<file path="src/rtl/pixel_scanout_pkg.sv">
// Shared types and constants for the pixel_scanout framebuffer scanout block.
package pixel_scanout_pkg;
  typedef enum logic [2:0] {IDLE, WAIT_FRAME, FETCH, DRAIN, ABORT} state_t;
  typedef logic [23:0] pixel_t;
  localparam int BYTES_PER_PIXEL = 4;
endpackage

</file>
<file path="src/rtl/pixel_scanout_if.sv">
// Memory read port and display pixel stream of pixel_scanout; master = scanout side.
interface pixel_scanout_if #(parameter int ADDR_W = 32);
  import pixel_scanout_pkg::*;
  logic              mem_req_o;
  logic [ADDR_W-1:0] mem_addr_o;
  logic              mem_gnt_i;
  logic              mem_rvalid_i;
  logic [31:0]       mem_rdata_i;
  logic              pixel_valid_o;
  logic              pixel_ready_i;
  pixel_t            pixel_data_o;

  modport master (
    output mem_req_o, mem_addr_o, pixel_valid_o, pixel_data_o,
    input  mem_gnt_i, mem_rvalid_i, mem_rdata_i, pixel_ready_i
  );
  modport slave (
    input  mem_req_o, mem_addr_o, pixel_valid_o, pixel_data_o,
    output mem_gnt_i, mem_rvalid_i, mem_rdata_i, pixel_ready_i
  );
endinterface

</file>
<file path="src/rtl/pixel_scanout_fifo.sv">
// pixel_fifo: synchronous FIFO, power-of-two depth, output read straight from storage (no bypass).
module pixel_fifo #(
  parameter  int DEPTH = 8,
  parameter  int DW    = 24,
  localparam int AW    = $clog2(DEPTH),
  localparam int CW    = $clog2(DEPTH + 1)
) (
  input  logic          clk_i,
  input  logic          rstn_i,
  input  logic          flush_i,
  input  logic          push_i,
  input  logic [DW-1:0] din_i,
  input  logic          pop_i,
  output logic [DW-1:0] dout_o,
  output logic [CW-1:0] count_o,
  output logic          empty_o,
  output logic          full_o
);
  logic [DW-1:0] r_mem [DEPTH];
  logic [AW-1:0] r_wptr, r_rptr;
  logic [CW-1:0] r_count;
  logic          w_push, w_pop;

  assign empty_o = (r_count == '0);
  assign full_o  = (r_count == CW'(DEPTH));
  assign w_pop   = pop_i && !empty_o;
  // A full FIFO still accepts a push when the head leaves in the same cycle.
  assign w_push  = push_i && (!full_o || w_pop);

  always_ff @(posedge clk_i)
    if (w_push) r_mem[r_wptr] <= din_i;

  always_ff @(posedge clk_i or negedge rstn_i) begin
    if (!rstn_i) begin
      r_wptr  <= '0;
      r_rptr  <= '0;
      r_count <= '0;
    end else if (flush_i) begin
      r_wptr  <= '0;
      r_rptr  <= '0;
      r_count <= '0;
    end else begin
      if (w_push) r_wptr <= r_wptr + 1'b1;
      if (w_pop)  r_rptr <= r_rptr + 1'b1;
      case ({w_push, w_pop})
        2'b10:   r_count <= r_count + 1'b1;
        2'b01:   r_count <= r_count - 1'b1;
        default: ;
      endcase
    end
  end

  assign dout_o  = r_mem[r_rptr];
  assign count_o = r_count;
endmodule

</file>
<file path="src/rtl/pixel_scanout.sv">
// Framebuffer scanout: each frame_idx toggle fetches WIDTH*HEIGHT pixels and streams them out.
// Optional saturating underrun counter built only with PIXEL_SCANOUT_UNDERRUN_CNT_EN.
module pixel_scanout
  import pixel_scanout_pkg::*;
#(
  parameter int WIDTH      = 64,
  parameter int HEIGHT     = 32,
  parameter int FIFO_DEPTH = 8,
  parameter int ADDR_W     = 32
) (
  input  logic              clk_i,
  input  logic              rstn_i,
  input  logic              enable_i,
  input  logic [ADDR_W-1:0] base_addr_i,
  input  logic              frame_idx_i,
  pixel_scanout_if.master   bus,
  output logic              busy_o,
  output logic              frame_done_o,
  output logic [15:0]       underrun_cnt_o
);
  localparam int N     = WIDTH * HEIGHT;
  localparam int CNT_W = $clog2(N + 1);
  localparam int OW    = $clog2(FIFO_DEPTH + 1);
  localparam logic [CNT_W-1:0] LAST    = CNT_W'(N - 1);
  localparam logic [OW:0]      DEPTH_V = (OW + 1)'(FIFO_DEPTH);

  state_t            r_state, w_next;
  logic              r_fidx, r_fidx_prev;
  logic [ADDR_W-1:0] r_base;
  logic [CNT_W-1:0]  r_req_cnt, r_pix_cnt;
  logic [OW-1:0]     r_outst, w_fifo_cnt;
  logic [OW:0]       w_credit_used;
  logic              w_fifo_empty, w_fifo_full_unused, w_rdata_unused;
  pixel_t            w_fifo_dout;
  logic              w_active, w_toggle, w_gnt, w_dec, w_push, w_pop, w_valid, w_done;

  assign w_active      = (r_state == FETCH) || (r_state == DRAIN);
  assign w_toggle      = r_fidx ^ r_fidx_prev;
  assign w_credit_used = {1'b0, r_outst} + {1'b0, w_fifo_cnt};
  assign bus.mem_req_o = (r_state == FETCH) && (w_credit_used < DEPTH_V);
  assign bus.mem_addr_o = r_base + ADDR_W'(r_req_cnt) * ADDR_W'(BYTES_PER_PIXEL);
  assign w_gnt   = bus.mem_req_o && bus.mem_gnt_i;
  assign w_dec   = bus.mem_rvalid_i && (r_outst != '0);
  // Responses landing during abort are dropped; the FIFO is flushed anyway.
  assign w_push  = bus.mem_rvalid_i && w_active;
  assign w_valid = w_active && !w_fifo_empty;
  assign w_pop   = w_valid && bus.pixel_ready_i;
  assign w_done  = (r_state == DRAIN) && w_pop && (r_pix_cnt == LAST);
  assign w_rdata_unused = ^bus.mem_rdata_i[31:24];

  assign bus.pixel_valid_o = w_valid;
  assign bus.pixel_data_o  = w_valid ? w_fifo_dout : '0;
  assign busy_o            = w_active || (r_state == ABORT);
  assign frame_done_o      = w_done;

  pixel_fifo #(.DEPTH(FIFO_DEPTH), .DW(24)) u_fifo (
    .clk_i   (clk_i),
    .rstn_i  (rstn_i),
    .flush_i (r_state == ABORT),
    .push_i  (w_push),
    .din_i   (bus.mem_rdata_i[23:0]),
    .pop_i   (w_pop),
    .dout_o  (w_fifo_dout),
    .count_o (w_fifo_cnt),
    .empty_o (w_fifo_empty),
    .full_o  (w_fifo_full_unused)
  );

  always_comb begin
    w_next = r_state;
    case (r_state)
      IDLE:       if (enable_i) w_next = WAIT_FRAME;
      WAIT_FRAME: if (!enable_i) w_next = IDLE;
                  else if (w_toggle) w_next = FETCH;
      FETCH:      if (!enable_i) w_next = ABORT;
                  else if (w_gnt && r_req_cnt == LAST) w_next = DRAIN;
      DRAIN:      if (w_done) w_next = WAIT_FRAME;
                  else if (!enable_i) w_next = ABORT;
      ABORT:      if (r_outst == '0) w_next = IDLE;
      default:    w_next = IDLE;
    endcase
  end

  always_ff @(posedge clk_i or negedge rstn_i) begin
    if (!rstn_i) begin
      r_state     <= IDLE;
      r_fidx      <= 1'b0;
      r_fidx_prev <= 1'b0;
      r_base      <= '0;
      r_req_cnt   <= '0;
      r_pix_cnt   <= '0;
      r_outst     <= '0;
    end else begin
      r_state     <= w_next;
      r_fidx      <= frame_idx_i;
      r_fidx_prev <= r_fidx;
      if (r_state == WAIT_FRAME && w_next == FETCH) begin
        r_base    <= base_addr_i;
        r_req_cnt <= '0;
        r_pix_cnt <= '0;
      end else begin
        if (w_gnt) r_req_cnt <= r_req_cnt + 1'b1;
        if (w_pop) r_pix_cnt <= r_pix_cnt + 1'b1;
      end
      case ({w_gnt, w_dec})
        2'b10:   r_outst <= r_outst + 1'b1;
        2'b01:   r_outst <= r_outst - 1'b1;
        default: ;
      endcase
    end
  end

`ifdef PIXEL_SCANOUT_UNDERRUN_CNT_EN
  logic [15:0] r_underrun;
  always_ff @(posedge clk_i or negedge rstn_i) begin
    if (!rstn_i) r_underrun <= '0;
    else if (w_active && bus.pixel_ready_i && w_fifo_empty && r_underrun != 16'hFFFF)
      r_underrun <= r_underrun + 1'b1;
  end
  assign underrun_cnt_o = r_underrun;
`else
  assign underrun_cnt_o = '0;
`endif
endmodule

</file>
<file path="src/flat_wrapper.sv">
// flat-port wrapper written by rule: the top's interface ports become plain ports
module pixel_scanout_flat import pixel_scanout_pkg::*;
#(
  parameter int WIDTH      = 64,
  parameter int HEIGHT     = 32,
  parameter int FIFO_DEPTH = 8,
  parameter int ADDR_W     = 32
)
  (clk_i, rstn_i, enable_i, base_addr_i, frame_idx_i, busy_o, frame_done_o, underrun_cnt_o, bus_mem_req_o, bus_mem_addr_o, bus_pixel_valid_o, bus_pixel_data_o, bus_mem_gnt_i, bus_mem_rvalid_i, bus_mem_rdata_i, bus_pixel_ready_i);
  pixel_scanout_if #(.ADDR_W(ADDR_W)) bus_i ();
  input  logic clk_i;
  input  logic rstn_i;
  input  logic enable_i;
  input  logic [ADDR_W-1:0] base_addr_i;
  input  logic frame_idx_i;
  output logic busy_o;
  output logic frame_done_o;
  output logic [15:0] underrun_cnt_o;
  output wire logic [$bits(bus_i.mem_req_o)-1:0] bus_mem_req_o;
  output wire logic [$bits(bus_i.mem_addr_o)-1:0] bus_mem_addr_o;
  output wire logic [$bits(bus_i.pixel_valid_o)-1:0] bus_pixel_valid_o;
  output wire logic [$bits(bus_i.pixel_data_o)-1:0] bus_pixel_data_o;
  input wire logic [$bits(bus_i.mem_gnt_i)-1:0] bus_mem_gnt_i;
  input wire logic [$bits(bus_i.mem_rvalid_i)-1:0] bus_mem_rvalid_i;
  input wire logic [$bits(bus_i.mem_rdata_i)-1:0] bus_mem_rdata_i;
  input wire logic [$bits(bus_i.pixel_ready_i)-1:0] bus_pixel_ready_i;
  assign bus_mem_req_o = bus_i.mem_req_o;
  assign bus_mem_addr_o = bus_i.mem_addr_o;
  assign bus_pixel_valid_o = bus_i.pixel_valid_o;
  assign bus_pixel_data_o = bus_i.pixel_data_o;
  assign bus_i.mem_gnt_i = bus_mem_gnt_i;
  assign bus_i.mem_rvalid_i = bus_mem_rvalid_i;
  assign bus_i.mem_rdata_i = bus_mem_rdata_i;
  assign bus_i.pixel_ready_i = bus_pixel_ready_i;
  pixel_scanout #(.WIDTH(WIDTH), .HEIGHT(HEIGHT), .FIFO_DEPTH(FIFO_DEPTH), .ADDR_W(ADDR_W)) u_core (.clk_i(clk_i), .rstn_i(rstn_i), .enable_i(enable_i), .base_addr_i(base_addr_i), .frame_idx_i(frame_idx_i), .bus(bus_i), .busy_o(busy_o), .frame_done_o(frame_done_o), .underrun_cnt_o(underrun_cnt_o));
endmodule
</file>
<file path="config.mk">
export PLATFORM = sky130hd
export DESIGN_NAME = pixel_scanout_flat
export DESIGN_NICKNAME = d
export VERILOG_FILES = /design/src/rtl/pixel_scanout_pkg.sv /design/src/rtl/pixel_scanout_if.sv /design/src/rtl/pixel_scanout_fifo.sv /design/src/rtl/pixel_scanout.sv /design/src/flat_wrapper.sv
export SDC_FILE = /design/constraint.sdc
export NUM_CORES = 1
export LEC_CHECK = 0
export ABC_AREA = 1
export BUFFER_PORTS_ARGS = -buffer_cell sky130_fd_sc_hd__buf_2
export CAP_MARGIN = 20
export CORE_MARGIN = 2
export CORE_UTILIZATION = 50
export DETAILED_ROUTE_END_ITERATION = 8
export GPL_TIMING_DRIVEN = 0
export PLACE_DENSITY = 0.82
export SLEW_MARGIN = 30
export SYNTH_ARGS = -nofsm -noshare
export SYNTH_HDL_FRONTEND = slang
export SYNTH_SLANG_ARGS = --single-unit
</file>
<file path="constraint.sdc">
create_clock -name clk_i -period 3.4 [get_ports clk_i]
set_input_delay 0.17 -clock clk_i [delete_from_list [all_inputs] [get_ports clk_i]]
set_output_delay 0.17 -clock clk_i [all_outputs]
set_load 0.01 [all_outputs]
</file>
# [Yosys cells after proc, flatten, opt, wreduce, memory -nomap -nowiden]
# Memories as Yosys holds them, arrays and structs flattened.
# Index checks and enable logic that the tools add are counted.
[totals] n_memories=1 mem_bits_rw=192 ff_bits=75 output_inout_bits=76 in_bits=71 wordCells=85
[op_classes] reduce_logical=27 n_lt_le_gt_ge=1 bitwise_logic=1 n_mux=23 eq_ne=12 add_sub_neg=10
[memory_table] name="u_core.u_fifo.r_mem" words=8 word_bits=24 rd=1 rd_clocked_by_memory_dff=0 wr=1 line="pixel_scanout_fifo.sv:19" rtl="logic [DW-1:0] r_mem [DEPTH];"
[ops] op="$mux W12" count=4
[ops] op="$mux W3" count=12
[ops] op="$add A32 B14 Y32" count=1
[ops] op="$add A12 B1 Y12 const B" count=2
[ops] op="$eq A12 B11 Y1 const B" count=2
[ops] op="$mux W24" count=1
[ops] op="$pmux W4 S2" count=2
[ops] op="$pmux W3 S5" count=1
[ops] op="$logic_and A1 B1 Y1" count=12
[ops] op="$reduce_bool A2 Y1" count=5
[ops] op="$eq A3 B2 Y1 const B" count=3
[ops] op="$add A4 B1 Y4 const B" count=2
[ops] op="$logic_not A4 Y1" count=2
[ops] op="$sub A4 B1 Y4 const B" count=2
[ops] op="$add A3 B1 Y3 const B" count=2
[ops] op="$add A4 B4 Y5" count=1
[ops] op="$lt A5 B4 Y1 const B" count=1
[ops] op="$eq A2 B1 Y1 const B" count=2
[ops] op="$eq A2 B2 Y1 const B" count=2
[ops] op="$eq A4 B4 Y1 const B" count=1
[ops] op="$mux W4" count=1
[ops] op="$reduce_bool A4 Y1" count=1
[ops] op="$eq A3 B1 Y1 const B" count=1
[ops] op="$eq A3 B3 Y1 const B" count=1
[ops] op="other kinds (6)" count=10

# [Logic depth before layout (Yosys ltp)]
# Gate-level depths: netlist (run 1).
[logic_depth] ltp_word=11 ltp_mapped=14 mapped_depth_nobuf=14

# [By module]
# Synthesis (run 1) repeated with hierarchy kept, for this count alone.
[hier_totals] cells_unflattened=1428 area_unflattened_um2=13227.7
[by_module_without_submodules] mod="pixel_fifo" area_each_um2=8247.9 seq_area_each_um2=6015.8 n_inst=1 cells_each=685
[by_module_without_submodules] mod="pixel_scanout" area_each_um2=4979.8 seq_area_each_um2=1626.6 n_inst=1 cells_each=743

# [Least setup slack after synthesis (run 1)]
# No wires, ideal clock.
[synth_timing] path_type="reg-to-reg" start="register u_core.r_state[2]" end="memory u_core.u_fifo.r_mem[0][0], enable pin" setup_slack_ns=0.871 n_path_buf=0 period_less_slack_ns=2.529 path_stages_with_launch=8 t_arrival_ns=2.124 cell_sequence="dfrtp_1 -> nor2_4 -> inv_1 -> nor2_2 -> nand2_1 -> inv_1 -> nand2_1 -> nor2_1"
[synth_between] elab_chain_cells=9 word_cells_on_any_way=11
[synth_lines] element="start, declared" line="pixel_scanout.sv:27" rtl="state_t r_state, w_next;"
[synth_lines] element="start signal, assigned" line="pixel_scanout.sv:94" rtl="r_state <= w_next;"
[synth_lines] element="$eq A3 B2 Y1" line="pixel_scanout.sv:37" rtl="assign w_active = (r_state == FETCH) || (r_state == DRAIN);"
[synth_lines] element="$logic_or A1 B1 Y1 *" line="pixel_scanout.sv:37"
[synth_lines] element="$logic_and A1 B1 Y1" line="pixel_scanout.sv:46" rtl="assign w_valid = w_active && !w_fifo_empty;"
[synth_lines] element="$logic_and A1 B1 Y1" line="pixel_scanout.sv:47" rtl="assign w_pop = w_valid && bus.pixel_ready_i;"
[synth_lines] element="$logic_and A1 B1 Y1" line="pixel_scanout_fifo.sv:26" rtl="assign w_pop = pop_i && !empty_o;"
[synth_lines] element="$logic_or A1 B1 Y1" line="pixel_scanout_fifo.sv:28" rtl="assign w_push = push_i && (!full_o || w_pop);"
[synth_lines] element="$logic_and A1 B1 Y1 *" line="pixel_scanout_fifo.sv:28"
[synth_lines] element="$mux W1 *" line="pixel_scanout_fifo.sv:31" rtl="if (w_push) r_mem[r_wptr] <= din_i;"
[synth_lines] element="$mux W1 (not written as such) *" line="pixel_scanout_fifo.sv:31"
[synth_lines] element="end, declared" line="pixel_scanout_fifo.sv:19"
# Mark *: on every way between the ends. The rest lies on a longest branch, timed or not.

# [Final worst setup path (run 1)]
[layout_timing] start="register u_core.r_req_cnt[0]" end="output port bus_mem_addr_o[20]"
[layout_between] elab_chain_cells=1
[layout_lines] element="start, declared" line="pixel_scanout.sv:30" rtl="logic [CNT_W-1:0] r_req_cnt, r_pix_cnt;"
[layout_lines] element="start signal, assigned" line="pixel_scanout.sv:102" rtl="if (w_gnt) r_req_cnt <= r_req_cnt + 1'b1;"
[layout_lines] element="$add A32 B14 Y32" line="pixel_scanout.sv:41" rtl="assign bus.mem_addr_o = r_base + ADDR_W'(r_req_cnt) * ADDR_W'(BYTES_PER_PIXEL);"
[layout_lines] element="end, declared" line="flat_wrapper.sv:20" rtl="output wire logic [$bits(bus_i.mem_addr_o)-1:0] bus_mem_addr_o;"
# Every way passes these cells.

==> run metrics, run 1 <==
grt met3 use 0.04051; Avg Cell Area, Syn 9.605 µm²; FF+latch area 7642 µm²; met2 Resource Use GR 0.4173; area of the multi-input gates 4728 µm²; Tot GR Track Use 0.2423; post-DR vias/cell 5.513; crit path buf inv count 3; Synth Warn # 0; number of synthesized flops with an enable pin 192; unrepaired setup endpoints after global routing no; Critical Path Source Type register; Final #Nets 1696; antenna violations before repair 2; cells along the critical path ha_1, inv_1, fa_1, inv_1, nand3_1, nand2_1, nand2_1, nand2_1, nand2_1, nand2_2, nand2_1, nand2_1, nand2_1, buf_2; synth top area cells edfxtp_1 44%, dfrtp_1 14%, nand2_1 8.8%, nor2_1 5.8%, o21ai_0 5.2%; peak supply drop 0.5607 mV; Rel. slew slack 0.5932; worst skew pair latency 0.56 ns; final setup skew 0.01572 ns; area of the core 25910 µm²; cells after synthesis 1363; outcome finished clean; largest area contributor in the netlist edfxtp_1; DR iter-0 viols 1181; DP HPWL 22480 µm; max-cap viol count 0; # DRC 0; total power 11.20 mW; most frequent cells after synthesis 307 x nand2_1, 203 x nor2_1, 192 x edfxtp_1, 136 x o21ai_0, 99 x inv_1; Seq cells post-synth 267; Pleak 6.950 nW; first-pass GRT wire length 53920 µm; Worst path max stage delay 0.47 ns; Crit path max-delay family simple AND/OR/NAND/NOR gates; CTS buffer count 28; crit path kind register to output port; P&R area growth vs syn 23.29%; Post-Syn Area 13090 µm²; antenna-violating nets left 0; # clock sinks 267; Detailed Routing Iterations Pass 1 8; vias post-DR 10790; fin crit period 3.019 ns; worst path arrival time 2.85 ns; Die Width 165.8 µm; actual slew at the worst max-slew pin 0.6103 ns; most numerous cell in the Yosys netlist nand2_1; Max clock buf depth 3; fin crit share 0.8880; largest net degree at the start of global routing 50; fraction of layout cells with a size suffix above 1 0.1735; Post-Route WL 33950 µm; final hold viol count 0; Crit. End Element output port; register area share after synthesis 0.5838; Total Die Area 27490 µm²; starting density of the core 0.5052; # IOs 147; grt ovf 0; post-cts sizing count 0; met1 usage in global routing 0.3026; CP required 3.23 ns; share of synthesized registers carrying an async set or reset 0.2809; vias in the first global route 10620; share of the synthesized area in the top cell type 0.4404; cell mode on critical path nand2_1; Die Y 165.8 µm; CTS clk-pin slew, worst paths 0.06 ns; Power Dens Cells 694.0 nW/µm²; Post-CTS Setup Inserts 0; WL per Instance 17.35 µm; Setup violations, final 0; Crit-path slowest cell dfrtp_1; H-Tree Depth 1; Fillers 1966; row cnt 59; top_reg_cell synth edfxtp_1; GR peak layer met2; Min-Delay Path Class primary input to register; CTS tree done; Port Buffers 122; RePlAce Congestion 0.9429; Max Transition Viols Final 0; clock root buffer master clkbuf_16; Synth cell types 40; Worst Path Max Fanout 7; final setup TNS 0 ns; Max Clk Rate 331.2 MHz
-- per-layer routing --
metal  vias up  share of wire
met5         -              0
met4         0          0.044
met3       136          0.088
met2       598           0.49
met1      5028           0.38
li1       5026              -
-- state kept, by name (all words and copies together), names as in the netlist, 3 cells and up --
| name | count |
|---|---|
| u_core.r_base | 32 |
| u_core.r_state | 3 |
| u_core.r_outst | 4 |
| u_core.r_pix_cnt | 12 |
| u_core.u_fifo.r_rptr | 3 |
| u_core.u_fifo.r_mem | 192 |
| u_core.u_fifo.r_wptr | 3 |
| u_core.r_req_cnt | 12 |
| u_core.u_fifo.count_o | 4 |
-- layout by cell type, fill, tap and decap left out, types with 12 or more instances in the layout --
master / Yosys / final
nand2_1: 307 / 307
nor2_1: 203 / 195
edfxtp_1: 192 / 192
buf_2: 18 / 139
o21ai_0: 136 / 136
inv_1: 99 / 99
dfrtp_1: 75 / 75
nand3_1: 59 / 59
dlygate4sd3_1: 0 / 59
buf_4: 27 / 28
clkbuf_16: 0 / 28
mux2i_1: 24 / 24
o22ai_1: 24 / 24
ha_1: 24 / 24
xor2_1: 23 / 23
nand4_1: 21 / 21
a21oi_1: 17 / 17
nor3_1: 17 / 17
conb_1: 1 / 16
clkbuf_1: 13 / 13
o21ai_1: 13 / 13
nor2_4: 4 / 12
-- kinds of logic after synthesis --
| family | share of synthesized area |
|---|---|
| simple gates | 0.2115 |
| flops | 0.5838 |
| compound gates | 0.07789 |
| buf+inv | 0.06394 |
| fa+ha+maj | 0.02753 |
| xor+xnor | 0.01673 |
| mux | 0.01835 |
| other cells | 0.0002864 |
-- metrics by stage --
| step | hold slack [ns] | utilization | setup WS [ns] | instance area (µm²) | cells |
|---|---|---|---|---|---|
| 3_3_place_gp | 0.2790 | 0.5472 | -0.2181 | 14180 | 1835 |
| 6_report | 0.02336 | 0.6229 | 0.3807 | 16140 | 1957 |
| 4_1_cts | 0.006449 | 0.6227 | 0.4167 | 16140 | 1955 |
| 2_1_floorplan | -0.1256 | - | 0.8712 | 13150 | 1378 |
| 3_5_place_dp | 0.1187 | 0.5591 | 0.8851 | 14490 | 1844 |
| 5_1_grt | 0.05263 | 0.6229 | 0.2145 | 16140 | 1957 |
-- worst paths after layout --
path                                                from                    to  slack [ns]  cells past startpoint
min in group asynchronous                         rstn_i      u_core.r_base[0]        0.09                      2
worst min register to register             u_core.r_fidx    u_core.r_fidx_prev        0.40                      0
worst max-delay path                 u_core.r_req_cnt[0]    bus_mem_addr_o[20]        0.38                     14
worst max register to register  u_core.u_fifo.count_o[3]     u_core.r_outst[3]        0.86                     14
max in group asynchronous                         rstn_i  u_core.r_pix_cnt[10]        2.73                      3
worst min-delay path                       bus_mem_gnt_i     u_core.r_state[0]        0.02                      5
-- repair_timing --
item                       CTS  global route
hold endpoints to repair   302             0
setup endpoints to repair    0             0
hold buffers                59             0
-- area by class of cell --
type / instances / area share
clock buffers: 28 / 0.04341
flip-flops and latches: 267 / 0.4735
diodes: 2 / 0.0003101
multi-input cells: 937 / 0.2929
plain buffers: 67 / 0.02698
repair buffers: 190 / 0.08992
well taps: 335 / 0.02597
inverters: 107 / 0.02488
clock inverters: 24 / 0.02209
-- tightest hold or removal path: cells and delay by family --
kind / cells / cell delay [ns]
and+or+nand+nor: 3 / 0.19
buffers and inverters: 2 / 0.16
-- power by group --
group	internal, mW	switching, mW	leakage (nW)
Sequential	3.86	0.370	2.70
Clock	2.13	1.32	0.511
Combinational	1.27	2.26	3.74
(Power assumes the default switching activity.)
==> inputs of run 2 (changes only) <==
ABC_CLOCK_PERIOD_IN_PS = 3400   (was not set)
CORE_UTILIZATION = 49   (was 50)
PLACE_DENSITY = 0.69   (was 0.82)
==> run metrics, run 2 (synthesis results as in run 1) <==
outcome finished with violations; failing checks design-rule violations; CTS clk-pin slew, worst paths 0.06 ns; Psw 3.839 mW; fraction of layout cells with a size suffix above 1 0.1716; post-cts sizing count 0; unrepaired setup endpoints after global routing no; cell mode on critical path nand2_1; P&R area growth vs syn 22.72%; Switching Share 0.3495; FF+latch area 7642 µm²; first-pass GRT wire length 52200 µm; Max Transition Viols Final 0; Largest regs u_core.u_fifo.r_mem (192), u_core.r_base (32); post-route cell area 16070 µm²; # IOs 147; starting density of the core 0.5010; area of the multi-input gates 4728 µm²; Power Dens Cells 683.7 nW/µm²; share of the core filled with cells 0.6148; area of the core 26130 µm²; Final #Nets 1696; met2 Resource Use GR 0.3823; Combinational Power Share 0.315; Worst path max stage delay 0.49 ns; placed cell areas 14470 µm²; Port Buffers 122; largest net degree at the start of global routing 52; Max Clk Rate 328.7 MHz; peak supply drop 0.4503 mV; Finished Layout Cells 1955; largest register by flop count u_core.u_fifo.r_mem; clock root buffer master clkbuf_16; final setup skew 0.01765 ns; Critical Path Source Type register; vias in the first global route 9964; Max clock buf depth 3; Detailed Routing Iterations Pass 1 7; fin crit period 3.042 ns; Rel. slew slack 0.5328; max FFs per register 192; post-DR vias/cell 5.304; total power 10.98 mW; Crit. End Element output port; sequential power share 0.385; max-cap viol count 0; Post-Route WL 33120 µm; met1 usage in global routing 0.3331; crit path kind register to output port; Min-Delay Path Class primary input to register; crit path buf inv count 3; CTS buffer count 28; Die Y 167.5 µm; Worst Path Max Fanout 7; RePlAce Congestion 0.8713; Crit path max-delay family adder cells; Power Internal 7.144 mW; Fillers 2127; cells along the critical path ha_1, inv_1, fa_1, inv_1, nand3_1, nand2_1, nand2_1, nand2_1, nand2_1, nand2_2, xor2_1, buf_2; vias post-DR 10370; Clock power frac 0.301; most frequent cells in the layout 307 x nand2_1, 195 x nor2_1, 192 x edfxtp_1; Pleak 6.927 nW; # clock sinks 267; CTS tree done; post-placement setup slack 0.7756 ns; CP required 3.23 ns; actual slew at the worst max-slew pin 0.7007 ns; fin crit share 0.8947; DR iter-0 viols 848; grt ovf 0; Crit-path slowest cell dfrtp_1; H-Tree Depth 1; post-layout worst setup margin 0.3580 ns; GR peak layer met2; final hold viol count 0; commonest non-fill, non-tap cell in the layout nand2_1; DP HPWL 22970 µm; Tot GR Track Use 0.2346; worst path arrival time 2.87 ns; WL per Instance 16.94 µm; Total Die Area 28040 µm²; antenna violations before repair 0; antenna-violating nets left 0; row cnt 59; Setup violations, final 0; placed cells 1844; # DRC 12; grt met3 use 0.03191; n_diodes 0; worst skew pair latency 0.56 ns; Die Width 167.5 µm
## run 2: cell types whose count changed in the layout (fill, tap and decap cells not counted), sizes merged
| cell | change |
|---|---|
| bufinv | -2 |
| inv | -1 |
| clkinv | -2 |
| clkbuf | +7 |
| diode | -2 |
| clkinvlp | -2 |
## run 2: area by class of cell
type | count | area share
sequential | 267 | 0.4757
multi-input combinational | 937 | 0.2943
timing repair buffer | 190 | 0.08902
clock buffer | 35 | 0.04650
buffer | 67 | 0.02710
tap | 335 | 0.02609
inverter | 107 | 0.02500
clock inverter | 17 | 0.01628
## run 2: worst register-to-register path: stages, from the launching register on
cell	delay, ns
dfrtp_1	0.45
ha_1	0.32
nor2_1	0.11
nand2_1	0.07
nor2_2	0.11
nand2_2	0.07
inv_2	0.06
nand2_2	0.07
ha_1	0.26
ha_1	0.34
a21oi_1	0.16
nand2_1	0.08
a21oi_1	0.12
o21ai_0	0.12
xor2_1	0.16
## run 2: what timing repair did
action	CTS	global route
buffers inserted	0	0
hold endpoints to repair	302	0
hold buffers	59	0
## run 2: final timing paths
path	startpoint	end	slack (ns)	depth (start not counted)
min reg2reg	u_core.r_fidx	u_core.r_fidx_prev	0.39	0
min in group asynchronous	rstn_i	u_core.r_outst[1]	0.04	2
max in group asynchronous	rstn_i	u_core.r_base[17]	2.80	3
min	bus_mem_gnt_i	u_core.r_state[0]	0.02	5
max	u_core.r_req_cnt[0]	bus_mem_addr_o[18]	0.36	12
max reg2reg	u_core.u_fifo.count_o[3]	u_core.r_outst[3]	0.77	14
## run 2: stage by stage
stage,hold WS [ns],setup TNS (ns)
2_1_floorplan,-0.1256,0
4_1_cts,0.009294,0
3_3_place_gp,0.2874,-19.32
6_report,0.02199,0
3_5_place_dp,0.05341,0
5_1_grt,0.04391,0
## run 2: power groups by stage
stage / Clock [mW] / Sequential, mW / Combinational [mW]
after CTS: 3.35 / 4.22 / 3.45
after floorplan: 0 / 4.16 / 2.30
after detailed placement: 0 / 4.28 / 3.38
after global routing: 3.49 / 4.27 / 3.85
after global placement: 0 / 4.27 / 3.27
final: 3.30 / 4.23 / 3.46
## run 2: routing by layer
layer,part of all wire,vias up
met5,0,-
met4,0.021,0
met3,0.067,49
met2,0.46,373
met1,0.45,4918
li1,-,5030
==> inputs of run 3 (changes only) <==
CTS_BUF_LIST = sky130_fd_sc_hd__clkbuf_4 sky130_fd_sc_hd__clkbuf_8 sky130_fd_sc_hd__clkbuf_16   (was not set)
==> run metrics, run 3 (synthesis results as in run 1) <==
area of the core 26130 µm²; R2R Path End u_core.r_outst[3]; reg-to-reg setup timing slack 0.77 ns; Rel. slew slack 0.5385; Max Transition Viols Final 0; sequential power share 0.383; Worst Path Max Fanout 7; total power 11.02 mW; worst reg2reg path depth 14; outcome finished with violations; unrepaired setup endpoints after global routing no; Max clock buf depth 3; worst flop-to-flop path startpoint u_core.u_fifo.count_o[3]; crit path kind register to output port; hold_sp bus_mem_gnt_i; hold depth 5; max-cap viol count 0; Worst path max stage delay 0.48 ns; clock root buffer master clkbuf_16; Crit. End Element output port; # clock sinks 267; Pleak 6.944 nW; Final #Nets 1696; peak supply drop 0.4507 mV; crit path buf inv count 3; Min-Delay Path Class primary input to register; WL per Instance 16.96 µm; antenna-violating nets left 0; Switching Share 0.3483; post-DR vias/cell 5.292; Die Y 167.5 µm; antenna violations before repair 0; Largest regs u_core.u_fifo.r_mem (192), u_core.r_base (32); Power Internal 7.184 mW; final hold viol count 0; # DRC 12; Post-Route WL 33150 µm; fraction of layout cells with a size suffix above 1 0.1747; final hold slack 0.02226 ns; Clock power frac 0.303; Crit-path slowest cell dfrtp_1; actual slew at the worst max-slew pin 0.6922 ns; Critical Path Source Type register; post-route cell area 16080 µm²; Power Dens Cells 685.4 nW/µm²; worst path arrival time 2.87 ns; Total Die Area 28040 µm²; Detailed Routing Iterations Pass 1 8; starting density of the core 0.5010; placed cell areas 14470 µm²; DP HPWL 22970 µm; CTS buffer count 28; first-pass GRT wire length 52200 µm; Max Clk Rate 328.5 MHz; cell mode on critical path nand2_1; fin crit period 3.044 ns; CTS tree done; post-layout worst setup margin 0.3559 ns; Die Width 167.5 µm; # IOs 147; Crit path max-delay family adder cells; grt ovf 0; n_diodes 0; Psw 3.840 mW; H-Tree Depth 1; DR iter-0 viols 809; failing checks design-rule violations; Port Buffers 122; fin crit share 0.8953; RePlAce Congestion 0.8713; commonest non-fill, non-tap cell in the layout nand2_1; CP required 3.23 ns; vias in the first global route 9967; Combinational Power Share 0.314; most frequent cells in the layout 307 x nand2_1, 195 x nor2_1, 192 x edfxtp_1; CTS clk-pin slew, worst paths 0.06 ns; Tot GR Track Use 0.2345; Setup violations, final 0; Post-CTS Setup Inserts 0; row cnt 59; vias post-DR 10350; post-placement setup slack 0.7756 ns; final setup TNS 0 ns; final setup skew 0.01716 ns; largest register by flop count u_core.u_fifo.r_mem; worst skew pair latency 0.56 ns; cells along the critical path ha_1, inv_1, fa_1, inv_1, nand3_1, nand2_1, nand2_1, nand2_1, nand2_1, nand2_2, xor2_1, buf_2; P&R area growth vs syn 22.86%; max FFs per register 192; largest net degree at the start of global routing 52; hold worst-path end u_core.r_state[0]
==> run 3: routing by layer <==
| metal | GRT usage | vias up | part of all wire |
|---|---|---|---|
| li1 | - | 5026 | - |
| met1 | 0.3326 | 4912 | 0.45 |
| met2 | 0.3826 | 361 | 0.47 |
| met3 | 0.03191 | 46 | 0.066 |
| met4 | 0.06389 | 0 | 0.020 |
| met5 | 0 | - | 0 |
==> run 3: worst min-delay path: stages <==
cell and delay [ns]:
buf_2 0.11, inv_1 0.06, nor2_2 0.05, nand3_1 0.07, nand3_1 0.07
==> run 3: area by class of cell <==
| cell class | count | area (µm²) |
|---|---|---|
| plain buffers | 67 | 435.4 |
| well taps | 335 | 419.2 |
| clock inverters | 17 | 261.5 |
| clock buffers | 35 | 765.7 |
| fillers | 2122 | 10050 |
| repair buffers | 190 | 1430 |
| inverters | 107 | 401.6 |
| multi-input cells | 937 | 4728 |
| flip-flops and latches | 267 | 7642 |
==> run 3: what timing repair did <==
action | CTS | global route
gates resized for setup | 0 | 0
setup endpoints to repair | 0 | 0
hold buffers | 59 | 0
hold endpoints to repair | 302 | 0
==> run 3: power groups by stage <==
stage	Clock [mW]	Sequential [mW]	Combinational (mW)
after floorplan	0	4.16	2.30
after global placement	0	4.27	3.27
after detailed placement	0	4.28	3.38
after CTS	3.39	4.22	3.45
after global routing	3.53	4.27	3.85
final	3.34	4.23	3.46
==> run 3: how the worst max path moves through the flow <==
stage / to / start / slack, ns / cells past startpoint
after floorplan: u_core.u_fifo.r_mem[0][0] / u_core.r_state[2] / 0.87 / 7
after global placement: u_core.u_fifo.r_mem[0][10] / u_core.r_state[2] / -0.21 / 7
after detailed placement: u_core.r_outst[3] / u_core.u_fifo.count_o[3] / 0.78 / 14
after CTS: bus_mem_addr_o[18] / u_core.r_req_cnt[0] / 0.36 / 12
after global routing: bus_mem_addr_o[26] / u_core.r_req_cnt[0] / 0.17 / 13
final: bus_mem_addr_o[18] / u_core.r_req_cnt[0] / 0.36 / 12
==> run 3: metrics by stage <==
step                std cells    util
floorplan                1378       -
global placement         1835  0.5425
detailed placement       1844  0.5536
CTS                      1955  0.6155
global route             1955  0.6155
finish                   1955  0.6155
